File: config.mk
export PLATFORM = sky130hd
export DESIGN_NAME = pipe_csel_adder
export DESIGN_NICKNAME = d
export VERILOG_FILES = /design/src/rtl/adder_pkg.sv /design/src/rtl/csel_slice.sv /design/src/rtl/pipe_csel_adder.sv
export SDC_FILE = /design/constraint.sdc
export NUM_CORES = 1
export LEC_CHECK = 0
export ABC_AREA = 1
export CAP_MARGIN = 15
export CORE_ASPECT_RATIO = 0.75
export CORE_MARGIN = 8
export CORE_UTILIZATION = 40
export CTS_BUF_LIST = sky130_fd_sc_hd__clkbuf_2
export DETAILED_ROUTE_END_ITERATION = 8
export PLACE_DENSITY_LB_ADDON = 0.2
export SYNTH_ARGS = -nofsm -noshare
export SYNTH_HDL_FRONTEND = slang
export SYNTH_SLANG_ARGS = --single-unit
File: constraint.sdc
create_clock -name clk -period 6.89 [get_ports clk]
set_clock_uncertainty 0.1 [all_clocks]
set_input_delay 1.378 -clock clk [delete_from_list [all_inputs] [get_ports clk]]
set_output_delay 1.378 -clock clk [all_outputs]
set_load 0.005 [all_outputs]
File: src/rtl/adder_pkg.sv
// Shared defaults and parameter legality for the pipelined carry-select adder.
// Pure definitions: no logic, no latency, no handshake.
package adder_pkg;

   localparam int WIDTH_DEF  = 32;
   localparam int STAGES_DEF = 4;

   // Every stage must own an equal, non-empty slice of the operand.
   function automatic bit params_ok(input int width, input int stages);
      return (stages > 0) && (width >= stages) && ((width % stages) == 0);
   endfunction

endpackage

File: src/rtl/csel_slice.sv
// One carry-select slice: sums for carry-in 0 and 1 built in parallel, cin picks one.
// Purely combinational, no handshake; the enclosing pipeline registers cin and cout.
module csel_slice
   import adder_pkg::*;
#(
   parameter int SLICE = WIDTH_DEF / STAGES_DEF
) (
   input  logic [SLICE-1:0] a,
   input  logic [SLICE-1:0] b,
   input  logic             cin,
   output logic [SLICE-1:0] s,
   output logic             cout
);

   logic [SLICE:0] sum0;
   logic [SLICE:0] sum1;

   assign sum0 = {1'b0, a} + {1'b0, b};
   assign sum1 = {1'b0, a} + {1'b0, b} + {{SLICE{1'b0}}, 1'b1};

   assign {cout, s} = cin ? sum1 : sum0;

endmodule

File: src/rtl/pipe_csel_adder.sv
// Pipelined add/sub: slice k resolves in stage k, operands skewed in, sums de-skewed out.
// Latency STAGES cycles, one op per cycle; a stalled output freezes all stages (in_ready = en).
module pipe_csel_adder
   import adder_pkg::*;
#(
   parameter int WIDTH  = WIDTH_DEF,
   parameter int STAGES = STAGES_DEF
) (
   input  logic             clk,
   input  logic             rst_n,
   input  logic [WIDTH-1:0] A,
   input  logic [WIDTH-1:0] B,
   input  logic             Cin,
   input  logic             Sub,
   input  logic             in_valid,
   output logic             in_ready,
   output logic [WIDTH-1:0] S,
   output logic             Cout,
   output logic             Ovf,
   output logic             Zero,
   output logic             out_valid,
   input  logic             out_ready
);

   localparam int SLICE = WIDTH / STAGES;

   if (!params_ok(WIDTH, STAGES)) begin : g_bad_params
      $error("pipe_csel_adder: WIDTH must be a positive multiple of STAGES");
   end

   logic [WIDTH-1:0]  b_eff;
   logic              c_in0;
   logic              en;
   logic [STAGES-1:0] v_q;
   logic [STAGES-1:0] c_q;
   logic [STAGES-1:0] cin_w;
   logic [STAGES-1:0] cout_w;
   logic [WIDTH-1:0]  s_fin;
   logic              a_top;
   logic              b_top;

   // Subtract as A + ~B + ~Cin so a borrow-in maps onto the adder carry-in.
   assign b_eff     = Sub ? ~B : B;
   assign c_in0     = Sub ? ~Cin : Cin;
   assign en        = !v_q[STAGES-1] || out_ready;
   assign in_ready  = en;
   assign out_valid = v_q[STAGES-1];
   assign Cout      = c_q[STAGES-1];

   for (genvar j = 0; j < STAGES; j++) begin : g_slice
      logic [SLICE-1:0] a_op;
      logic [SLICE-1:0] b_op;
      logic [SLICE-1:0] s_op;

      if (j == 0) begin : g_direct
         assign a_op     = A[SLICE-1:0];
         assign b_op     = b_eff[SLICE-1:0];
         assign cin_w[0] = c_in0;
      end else begin : g_skew
         logic [SLICE-1:0] a_d [j];
         logic [SLICE-1:0] b_d [j];

         always_ff @(posedge clk or negedge rst_n) begin
            if (!rst_n) begin
               for (int d = 0; d < j; d++) begin
                  a_d[d] <= '0;
                  b_d[d] <= '0;
               end
            end else if (en) begin
               a_d[0] <= A[j*SLICE +: SLICE];
               b_d[0] <= b_eff[j*SLICE +: SLICE];
               for (int d = 1; d < j; d++) begin
                  a_d[d] <= a_d[d-1];
                  b_d[d] <= b_d[d-1];
               end
            end
         end

         assign a_op     = a_d[j-1];
         assign b_op     = b_d[j-1];
         assign cin_w[j] = c_q[j-1];
      end

      csel_slice #(.SLICE(SLICE)) u_csel (
         .a    (a_op),
         .b    (b_op),
         .cin  (cin_w[j]),
         .s    (s_op),
         .cout (cout_w[j])
      );

      if (j == STAGES-1) begin : g_last
         assign s_fin[j*SLICE +: SLICE] = s_op;
         assign a_top = a_op[SLICE-1];
         assign b_top = b_op[SLICE-1];
      end else begin : g_sdly
         // Early slices wait here until the top slice catches up.
         logic [SLICE-1:0] s_d [STAGES-1-j];

         always_ff @(posedge clk or negedge rst_n) begin
            if (!rst_n) begin
               for (int d = 0; d < STAGES-1-j; d++) begin
                  s_d[d] <= '0;
               end
            end else if (en) begin
               s_d[0] <= s_op;
               for (int d = 1; d < STAGES-1-j; d++) begin
                  s_d[d] <= s_d[d-1];
               end
            end
         end

         assign s_fin[j*SLICE +: SLICE] = s_d[STAGES-2-j];
      end
   end

   always_ff @(posedge clk or negedge rst_n) begin
      if (!rst_n) begin
         v_q  <= '0;
         c_q  <= '0;
         S    <= '0;
         Ovf  <= 1'b0;
         Zero <= 1'b0;
      end else if (en) begin
         v_q[0] <= in_valid;
         for (int k = 1; k < STAGES; k++) begin
            v_q[k] <= v_q[k-1];
         end
         c_q  <= cout_w;
         S    <= s_fin;
         Ovf  <= (a_top == b_top) && (s_fin[WIDTH-1] != a_top);
         Zero <= (s_fin == '0);
      end
   end

endmodule

Yosys cells after proc, flatten, opt, wreduce, memory -nomap -nowiden
Index checks and enable logic that the tools add are counted.
- $add $sub $neg: 8
- equality and inequality tests: 2
- muxes and demuxes: 6
- bitwise gates (word level): 2
- reduce and logical (&&, ||, !) cells: 4
- operators with widths (operator ; count):
    $add A8 B8 Y9 ; 4
    $add A9 B1 Y9 const B ; 4
    $mux W9 ; 4
    $logic_not A32 Y1 ; 1
    $mux W32 ; 1
    $not A32 Y32 ; 1
    $eq A1 B1 Y1 ; 1
    $logic_and A1 B1 Y1 ; 1
    $logic_not A1 Y1 ; 1
    $logic_or A1 B1 Y1 ; 1
    $mux W1 ; 1
    $ne A1 B1 Y1 ; 1
    $not A1 Y1 ; 1
- register bits after elaboration: 186
- input bits: 70
- output and inout bits: 37
- logic and storage cells: 45

Depth between registers and ports, before layout
Gate-level depths: netlist of the first run.
- depth after elaboration: 5
- gate-level depth with buffers: 18
- mapped depth without buffers: 16

Hierarchy
From an unflattened synthesis of the first run, not the netlist that was laid out.
- cells, all modules: 1216
- area total of the unflattened synthesis: 10034.6 um^2
- modules (own cells, without submodules) (module ; instances ; cells each ; area an instance (um^2) ; seq. area each (um^2)):
    pipe_csel_adder ; 1 ; 810 ; 7564.8 ; 4654.5
    csel_slice (g_slice[0].u_csel ...) ; 3 ; 100 ; 621.8 ; 0.0
    csel_slice (g_slice[2].u_csel) ; 1 ; 106 ; 604.3 ; 0.0

Worst setup path before layout of the first run
OpenSTA, ideal clock, no wires.
- path kind: in2reg
- start point: input Sub
- end point: register c_q[0]
- setup time: 0.118 ns
- arrival time: 3.432 ns
- data required time: 6.672 ns
- setup slack: 3.240 ns
- stages on the path: 15
- path buffers: 2
- path through: buf_4 buf_2 xor2_1 ha_1 inv_1 fa_1 inv_1 ha_1 nand3_2 nor2_2 nand2_1 nor2_4 nand4_1 nand3_1 nand2_1
- word-level cells in the longest chain between the ends: 4
- elaborated cells on any way between the ends: 5
- those cells by class: add/sub: 2; mux: 3
- RTL lines (what ; line ; text):
    from (decl) ; pipe_csel_adder.sv:14 ; input logic Sub,
    $mux W32 ; pipe_csel_adder.sv:43 ; assign b_eff = Sub ? ~B : B;
    $add A8 B8 Y9 ; csel_slice.sv:18, csel_slice.sv:19 ;
    $add A9 B1 Y9 ; csel_slice.sv:19 ; assign sum1 = {1'b0, a} + {1'b0, b} + {{SLICE{1'b0}}, 1'b1};
    $mux W9 * ; csel_slice.sv:21 ; assign {cout, s} = cin ? sum1 : sum0;
    to (signal assigned) ; pipe_csel_adder.sv:129 ; c_q <= cout_w;
    to (decl) ; pipe_csel_adder.sv:35 ; logic [STAGES-1:0] c_q;
Every way passes the cells marked *; elsewhere a longest branch is shown, timed or not.
A chain may end at the register's enable or synchronous reset.

Final worst setup path of the first run
- start point: input out_ready
- end point: output in_ready
- word-level cells in the longest chain between the ends: 1
- RTL lines (what ; line ; text):
    from (decl) ; pipe_csel_adder.sv:22 ; input logic out_ready
    $logic_or A1 B1 Y1 ; pipe_csel_adder.sv:45 ; assign en = !v_q[STAGES-1] || out_ready;
    to (decl) ; pipe_csel_adder.sv:16 ; output logic in_ready,
No other way between the ends.

==> results of run 1 <==
-- sequential cells by signal, indices dropped and copies added (netlist names) --
signal,count
v_q,4
c_q,4
g_slice.b_op,24
g_slice.a_op,24
Zero,1
g_slice.g_sdly.s_d,48
g_slice.g_skew.a_d,24
g_slice.g_skew.b_d,24
S,32
Ovf,1
-- critical path, delay by kind of cell --
kind,cells,cell delay (ns)
buffers and inverters,2,1.07
AND/OR/NAND/NOR,1,0.50
-- cells in the mapped netlist (all sizes together) --
cell type  number
inv            97
a22oi           1
buf            29
o31ai           1
ha             36
clkbuf         18
nand3          52
a21oi          22
xor2           21
xnor2          26
or2             1
o311ai          2
nor2           41
a31oi           2
and3b           1
a21o            2
dfrtp         186
nand4          22
nand3b         10
o21ai         103
o21a            3
clkinv          2
nand2         483
fa              4
-- stage by stage --
step | hold slack [ns] | area, um2
2_1_floorplan | 0.320 | 9460
3_3_place_gp | 0.336 | 10700
3_5_place_dp | 0.345 | 10700
4_1_cts | 0.382 | 10900
5_1_grt | 0.401 | 10900
6_report | 0.389 | 10900
-- power breakdown --
group | total, mW | internal, mW | switching, mW
Sequential | 1.83 | 1.57 | 0.269
Clock | 0.475 | 0.0940 | 0.381
Combinational | 2.29 | 0.914 | 1.37
-- worst max-delay path by stage --
stage	start	to	slack (ns)	cells after the start
6_report	out_ready	in_ready	2.41	3
3_3_place_gp	out_ready	in_ready	2.42	3
3_5_place_dp	out_ready	in_ready	2.41	3
4_1_cts	out_ready	in_ready	2.41	3
2_1_floorplan	Sub	c_q[0]	3.24	15
5_1_grt	out_ready	in_ready	2.34	3
-- area by class of cell --
class                           instances  area, um2  area share
Clock inverter                         14        101     0.00930
Clock buffer                           17       85.1     0.00781
Multi-Input combinational cell        833       4210       0.386
Antenna cell                            1       2.50    0.000230
Inverter                               99        377      0.0346
Timing Repair Buffer                  110       1090       0.100
Sequential cell                       186       4650       0.427
Tap cell                              300        375      0.0345
-- cell families after synthesis --
logic type,count (synthesis),share of synthesized area
AOI/OAI and AO/OA,136,0.0760
xor gates and xnor gates,47,0.0467
adders and majority gates,40,0.0561
buffers and inverters,146,0.0637
DFF,186,0.492
and+or+nand+nor,610,0.266
-- layer usage --
| layer | track usage | vias up | wire (um) |
|---|---|---|---|
| met4 | 0.0326 | 2 | 140 |
| met5 | 0 | - | 13 |
| li1 | - | 3857 | - |
| met2 | 0.197 | 135 | 8120 |
| met1 | 0.229 | 3360 | 11400 |
| met3 | 0.0374 | 11 | 998 |
==> metrics.cfg, run 1 <==
[drt]
dr.pass1.iters = 5
drc_errors = 0
wl_per_cell_um = 13.3
vias = 7365
ant_nets = 0
drtIter0Drc = 534
postRouteWirelength_um = 20700
via_per_inst = 4.72

[sta]
fin_crit_sh = 0.650
max_freq_mhz = 223
min_period_ns = 4.48
tns_ns = 0
final-max-slew-violation-count = 0
relSlewSlack = 0.303
hold_viol = 0
worstMarginPinSlew_ns = 1.05
setup_viol = 0
fin_ws_ns = 2.41
rsz0062_at_grt = no

[floorplan]
start_util = 0.409
ioPinCount = 107
die_area_um2 = 28900
rows = 48
die_y_um = 149
dieWidth_um = 194
core_area_um2 = 23100

[worst_setup_path]
path_cells = clkdlybuf4s50_1, or2_4, clkdlybuf4s50_1
cp.required_ns = 5.41
max_stage_delay_ns = 0.62
cp.arrival_ns = 3.00
start_kind = input pin
critPathCaptureType = output pin
slowest_stage = clkdlybuf4s50_1
reg2regPathDepth = 6
r2r_slack_ns = 4.15
crit_type = input pin to output pin
critPathMostFrequentCell = clkdlybuf4s50_1
reg2reg_from = v_q[3]
timing.rr.end = g_slice[2].b_op[3]
cp_max_fo = 51

[layout]
fin_nets = 1357
stdcell_count = 1560
final_util = 0.471
final.fill_count = 2340
final_cell_mix = nand2_1 (479), dfrtp_1 (186), clkdlybuf4s50_1 (104)
final_common_cell = nand2_1
syn_to_final_growth_pct = 15.1
drive_gt1_frac = 0.0524

[synthesis]
syn_area_um2 = 9460
synth_top_area_cell = dfrtp_1
ys_top_cells_by_area = dfrtp_1 (49%), nand2_1 (19%), ha_1 (4.8%)
yosysSeqAreaShare = 0.492
synth_nets = 1275
ys_ff_latch = 186
syn_inst = 1165
synth_top_cell_area_share = 0.492
synth.distinct_cells = 37
ys_warn_count = 0
synth_area_per_cell_um2 = 8.12

[place]
place.gp.congestion = 0.827
hpwlAfterDp_um = 14800
place_inst = 1528
pre_cts_slack_ns = 2.41
numPortBuffers = 106

[clock_network]
cts_setup_buffers = 0
tritoncts = yes
cts_buffers = 17
hold_buffers = 0
insertion_delay_ns = 0.74
clk_pin_slew_ns = 0.25
cts_resized = 0
clk_path_buf_depth = 2
clockRootBuffer = clkbuf_2
cts.sinks = 186
h-tree-depth = 4

[worst_hold_path]
hold_depth = 2
hold_start = g_slice[2].g_skew.a_d[8]
min_path_type = flop to flop
min_to = g_slice[2].a_op[0]

[power]
power-per-cell-area_nw_per_um2 = 422
p_leak_nw = 5.45
ir_drop_uv = 148
power_mw = 4.60

[global_route]
grt_pass1_wl_um = 35300
antenna_found_initial = 2
grt-ovfl-total = 0
grt_max_degree = 159
grt_pass1_vias = 7005
grt_use_total = 0.147

[job]
cap_violations = 0

[status]
status = completed

Note: power is estimated with default switching activity, not from simulation.
==> run 2, diff against run 1 <==
==> constraint.sdc (replaced) <==
create_clock -name clk -period 4.2 [get_ports clk]
set_clock_uncertainty 0.1 [all_clocks]
set_input_delay 0.84 -clock clk [delete_from_list [all_inputs] [get_ports clk]]
set_output_delay 0.84 -clock clk [all_outputs]
set_load 0.005 [all_outputs]
==> run 2 against run 1 <==
Net effect: critical path depth stayed put; design area is 1.2% higher; register-to-register slack worse by 2.5 ns; count of clock-buffer cells in the layout is 1 higher; sequential power is 64% higher; routed wire length is 2.9% higher; final cell count is 0.45% higher; total power is 68% higher; highest routed layer is now met4.
==> metrics.cfg, run 2 (synthesis results as in run 1) <==
[drt]
drtIter0Drc = 529  ; -0.94%
postRouteWirelength_um = 21300  ; +2.9%
drc_errors = 0  ; unchanged
dr.pass1.iters = 4  ; -1
ant_nets = 0  ; unchanged
via_per_inst = 4.70  ; -0.37%
wl_per_cell_um = 13.6  ; +2.4%
vias = 7371  ; +0.081%

[clock_network]
cts_resized = 0  ; unchanged
cts_buffers = 17  ; unchanged
insertion_delay_ns = 0.74  ; about the same
h-tree-depth = 4  ; unchanged
cts.sinks = 186  ; unchanged
clk_pin_slew_ns = 0.29  ; +0.04 ns
clk_path_buf_depth = 2  ; unchanged
clockRootBuffer = clkbuf_2
tritoncts = yes

[global_route]
grt_use_met1 = 0.239  ; +0.00967
grt_use_total = 0.151  ; +0.00430
grt_pass1_wl_um = 36400  ; +3.3%
grt_max_degree = 126  ; -21%
grt_use_met2 = 0.205  ; +0.00796
antenna_found_initial = 1  ; -1
grt-ovfl-total = 0  ; unchanged
grt_use_met3 = 0.0311  ; -0.00631
busiest_layer = met1
grt_pass1_vias = 7173  ; +2.4%

[sta]
rsz0062_at_grt = no
hold_viol = 0  ; unchanged
relSlewSlack = 0.524  ; +0.221
worstMarginPinSlew_ns = 0.714  ; -0.332 ns
final-max-slew-violation-count = 0  ; unchanged
max_freq_mhz = 332
min_period_ns = 3.01
fin_crit_sh = 0.717
setup_viol = 0  ; unchanged
tns_ns = 0  ; unchanged

[layout]
stdcell_count = 1567  ; +0.45%
top_register = g_slice.g_sdly.s_d
reg_top3 = g_slice.g_sdly.s_d x48, S x32
syn_to_final_growth_pct = 16.5
final_cell_mix = nand2_1 (479), dfrtp_1 (186), clkdlybuf4s50_1 (104)
drive_gt1_frac = 0.0577  ; +0.00524
fin_nets = 1363  ; +0.44%
final_util = 0.477  ; +0.00557
largest_reg_flops = 48  ; unchanged
final_common_cell = nand2_1

[floorplan]
rows = 48  ; unchanged
start_util = 0.409  ; unchanged
core_area_um2 = 23100  ; unchanged
die_y_um = 149  ; unchanged
ioPinCount = 107  ; unchanged
die_area_um2 = 28900  ; unchanged
dieWidth_um = 194  ; unchanged

[worst_setup_path]
cp.required_ns = 3.26  ; -2.15 ns
cp_max_fo = 5  ; -90%
cp.arrival_ns = 2.07  ; -0.93 ns
critPathCaptureType = output pin
crit_type = input pin to output pin
start_kind = input pin
reg2regPathDepth = 14  ; +8

[job]
cap_violations = 0  ; unchanged

[power]
power-per-cell-area_nw_per_um2 = 700  ; +66%
ir_drop_uv = 248  ; +67%
p_leak_nw = 5.51  ; +1.3%

[place]
place_inst = 1533  ; +0.33%
place.gp.congestion = 0.819  ; -1.0%
hpwlAfterDp_um = 15500  ; +4.3%
numPortBuffers = 106  ; unchanged

[status]
status = completed

[worst_hold_path]
min_path_type = input pin to async pin

[run 2: changes by cell type in the layout (fill, tap and decap cells not counted)]
cell,delta
clkbuf_2,+1
bufinv_16,+1
buf_4,+2
clkinv_1,-1
inv_8,+3
clkinvlp_4,-1
clkinv_4,-1
dlygate4sd3_1,+1
clkinv_2,-1
buf_12,+3
[run 2: repair_timing]
action / in CTS / in global routing
buffers inserted: 0 / 0
hold buffers: 1 / 0
hold endpoints to repair: 13 / 0
[run 2: report_power, final]
part           switching [mW]  internal (mW)
clock network           0.668          0.235
registers               0.437           2.57
logic                    2.29           1.52
[run 2: cell type report]
cell class	count	area [um2]
antenna	1	2.50
multi-input combinational	833	4210
clock inverter	14	140
tap	300	375
fill	2308	12100
timing repair buffer	116	1170
inverter	99	377
clock buffer	18	90.1
sequential	186	4650
[run 2: worst max-delay path, cell delays in order]
cell             delay (ns)
clkdlybuf4s50_1        0.46
or2_4                  0.23
clkdlybuf4s50_1        0.54
[run 2: stage by stage]
stage	setup slack [ns]	area (um2)	power, mW	hold WS [ns]
global placement	0.897	10800	6.79	0.337
floorplan	1.09	9460	5.63	0.320
finish	1.19	11000	7.71	0.342
CTS	1.16	11000	7.81	0.249
global route	1.13	11000	8.54	0.238
detailed placement	0.831	10800	6.88	0.351
[run 2: final timing paths]
check / end / from / slack, ns
max in group asynchronous: g_slice[2].g_skew.b_d[13] / rst_n / 2.69
min reg2reg: g_slice[0].g_sdly.s_d[13] / g_slice[0].g_sdly.s_d[21] / 0.40
max: in_ready / out_ready / 1.19
min in group clk: g_slice[0].g_sdly.s_d[13] / g_slice[0].g_sdly.s_d[21] / 0.40
min: g_slice[3].g_skew.b_d[18] / rst_n / 0.34
max reg2reg: Zero / g_slice[3].a_op[0] / 1.67
[run 2: per-layer routing]
layer / up-vias / wire (um)
li1: 3854 / -
met1: 3394 / 11800
met2: 114 / 8570
met3: 9 / 788
met4: 0 / 153
met5: - / 0
==> run 3, diff against run 2 <==
==> constraint.sdc (replaced) <==
create_clock -name clk -period 2.7 [get_ports clk]
set_clock_uncertainty 0.1 [all_clocks]
set_input_delay 0.54 -clock clk [delete_from_list [all_inputs] [get_ports clk]]
set_output_delay 0.54 -clock clk [all_outputs]
set_load 0.005 [all_outputs]
==> run 3 against run 2 <==
Net effect: via count up 0.94%; clock power up 43%; count of clock-buffer cells in the layout up 1; sequential power up 57%; register-to-register slack worse by 1.5 ns; combinational power up 57%; design area up 1.3%; first-iteration DRC count down 22%; critical path depth up 9; sequential cell count unchanged; routed wire length down 0.45%.
==> metrics.cfg, run 3 (synthesis results as in run 1) <==
[global_route]
grt_pass1_wl_um = 35400  ; -2.7%
grt_pass1_vias = 6928  ; -3.4%
grt_use_total = 0.148  ; -0.00347
grt-ovfl-total = 0  ; unchanged
grt_max_degree = 106  ; -16%
antenna_found_initial = 1  ; unchanged

[place]
numPortBuffers = 106  ; unchanged
placed_area_um2 = 10900  ; +1.6%
place_inst = 1548  ; +0.98%
hpwlAfterDp_um = 15600  ; +1.1%
place.gp.congestion = 0.828  ; +1.1%

[drt]
met3_length_um = 905  ; +15%
top_layer = met4
via_per_inst = 4.70  ; about the same
wl_per_cell_um = 13.4  ; -1.4%
routed-wl-met2_um = 8360  ; -2.4%
drtIter0Drc = 413  ; -22%
dr.pass1.iters = 6  ; +2
drc_errors = 0  ; unchanged
vias = 7440  ; +0.94%
postRouteWirelength_um = 21200  ; -0.45%
ant_nets = 0  ; unchanged
met1_length_um = 11700  ; -0.36%

[floorplan]
die_area_um2 = 28900  ; unchanged
core_area_um2 = 23100  ; unchanged
ioPinCount = 107  ; unchanged
die_y_um = 149  ; unchanged
rows = 48  ; unchanged
dieWidth_um = 194  ; unchanged
start_util = 0.409  ; unchanged

[sta]
min_period_ns = 2.50
relSlewSlack = 0.682  ; +0.158
worstMarginPinSlew_ns = 0.476  ; -0.237 ns
fin_crit_sh = 0.925
hold_viol = 0  ; unchanged
setup_viol = 0  ; unchanged
final-max-slew-violation-count = 0  ; unchanged
tns_ns = 0  ; unchanged
timing.hold.ws_ns = 0.107  ; -0.235 ns
max_freq_mhz = 400

[worst_hold_path]
min_path_type = input pin to async pin

[worst_setup_path]
cp_max_fo = 3  ; -2
cp.arrival_ns = 3.06  ; +0.99 ns
critPathCaptureType = flop
crit_start = g_slice[3].a_op[0]
cp.required_ns = 3.26  ; about the same
reg2reg_from = g_slice[3].a_op[0]
start_kind = flop
crit_type = flop to flop

[job]
cap_violations = 0  ; unchanged

[power]
power-per-cell-area_nw_per_um2 = 1070  ; +53%
power_mw = 12.0  ; +55%
ir_drop_uv = 328  ; +32%
p_leak_nw = 5.59  ; +1.3%

[layout]
top_register = g_slice.g_sdly.s_d
final_cell_mix = nand2_1 (478), dfrtp_1 (186), clkdlybuf4s50_1 (103)
fin_nets = 1378  ; +1.1%
drive_gt1_frac = 0.0703  ; +0.0126
largest_reg_flops = 48  ; unchanged
final_common_cell = nand2_1
syn_to_final_growth_pct = 18.0
stdcell_count = 1582  ; +0.96%
finalInstanceArea_um2 = 11200  ; +1.3%
reg_top3 = g_slice.g_sdly.s_d x48, S x32

[clock_network]
clockRootBuffer = clkbuf_2
tritoncts = yes
clk_pin_slew_ns = 0.27  ; -0.02 ns
cts_buffers = 17  ; unchanged
h-tree-depth = 4  ; unchanged
cts.sinks = 186  ; unchanged
clk_path_buf_depth = 2  ; unchanged
insertion_delay_ns = 0.75  ; about the same

[status]
status = completed

==> run 3: cell types whose count changed in the layout (fill, tap and decap cells not counted), sizes merged <==
cell           before  now
dlymetal6s2s        0    1
clkinvlp            2    3
buf                10   25
clkbuf             19   20
clkdlybuf4s50     104  103
clkinv              7   10
inv               103   98
==> run 3: repair_timing <==
item	4_1_cts	5_1_grt
endpoints found under the hold margin	186	0
buffers inserted	0	0
gates resized for setup	0	4
hold buffers	1	0
endpoints found under the setup margin	0	2
==> run 3: area by class of cell <==
cell class / count / area [um2]
fill: 2322 / 12000
sequential: 186 / 4650
multi-input combinational: 833 / 4220
timing repair buffer: 131 / 1340
inverter: 99 / 377
tap: 300 / 375
clock inverter: 13 / 104
clock buffer: 19 / 95.1
antenna: 1 / 2.50
==> run 3: per-layer routing <==
metal / vias up / track usage
li1: 3910 / -
met1: 3375 / 0.231
met2: 137 / 0.199
met3: 18 / 0.0361
met4: 0 / 0.0334
met5: - / 0
==> run 3: path summary, 6_finish.rpt <==
path / end / slack (ns) / depth (start not counted)
min in group clk: g_slice[3].g_skew.a_d[17] / 0.19 / 3
max in group asynchronous: g_slice[0].g_sdly.s_d[20] / 1.61 / 3
worst max-delay path: c_q[3] / 0.20 / 12
worst min-delay path: g_slice[3].g_skew.b_d[19] / 0.11 / 2
worst max register to register: c_q[3] / 0.20 / 12
worst min register to register: v_q[3] / 0.38 / 2
==> run 3: where the power goes <==
group,switching (mW),total [mW],internal (mW)
logic,3.52,5.97,2.44
clock network,0.958,1.29,0.328
registers,0.713,4.71,3.99
total,5.19,12.0,6.77
==> run 3: stage by stage <==
| stage | worst slack [ns] | util |
|---|---|---|
| floorplan | 0.0159 | - |
| global placement | -0.212 | 0.473 |
| detailed placement | -0.315 | 0.473 |
| CTS | 0.0208 | 0.483 |
| global route | -0.00769 | 0.483 |
| finish | 0.202 | 0.483 |
==> run 3: critical path, cell delays in order (launching register included) <==
cell and delay, ns:
dfrtp_1 0.46, ha_2 0.21, fa_1 0.59, ha_1 0.20, nand4_1 0.16, nor2_1 0.15, nand2_1 0.10, inv_1 0.06
nand2_1 0.07, nor2_1 0.09, nand2_1 0.05, nand3_1 0.10, nand2_1 0.05
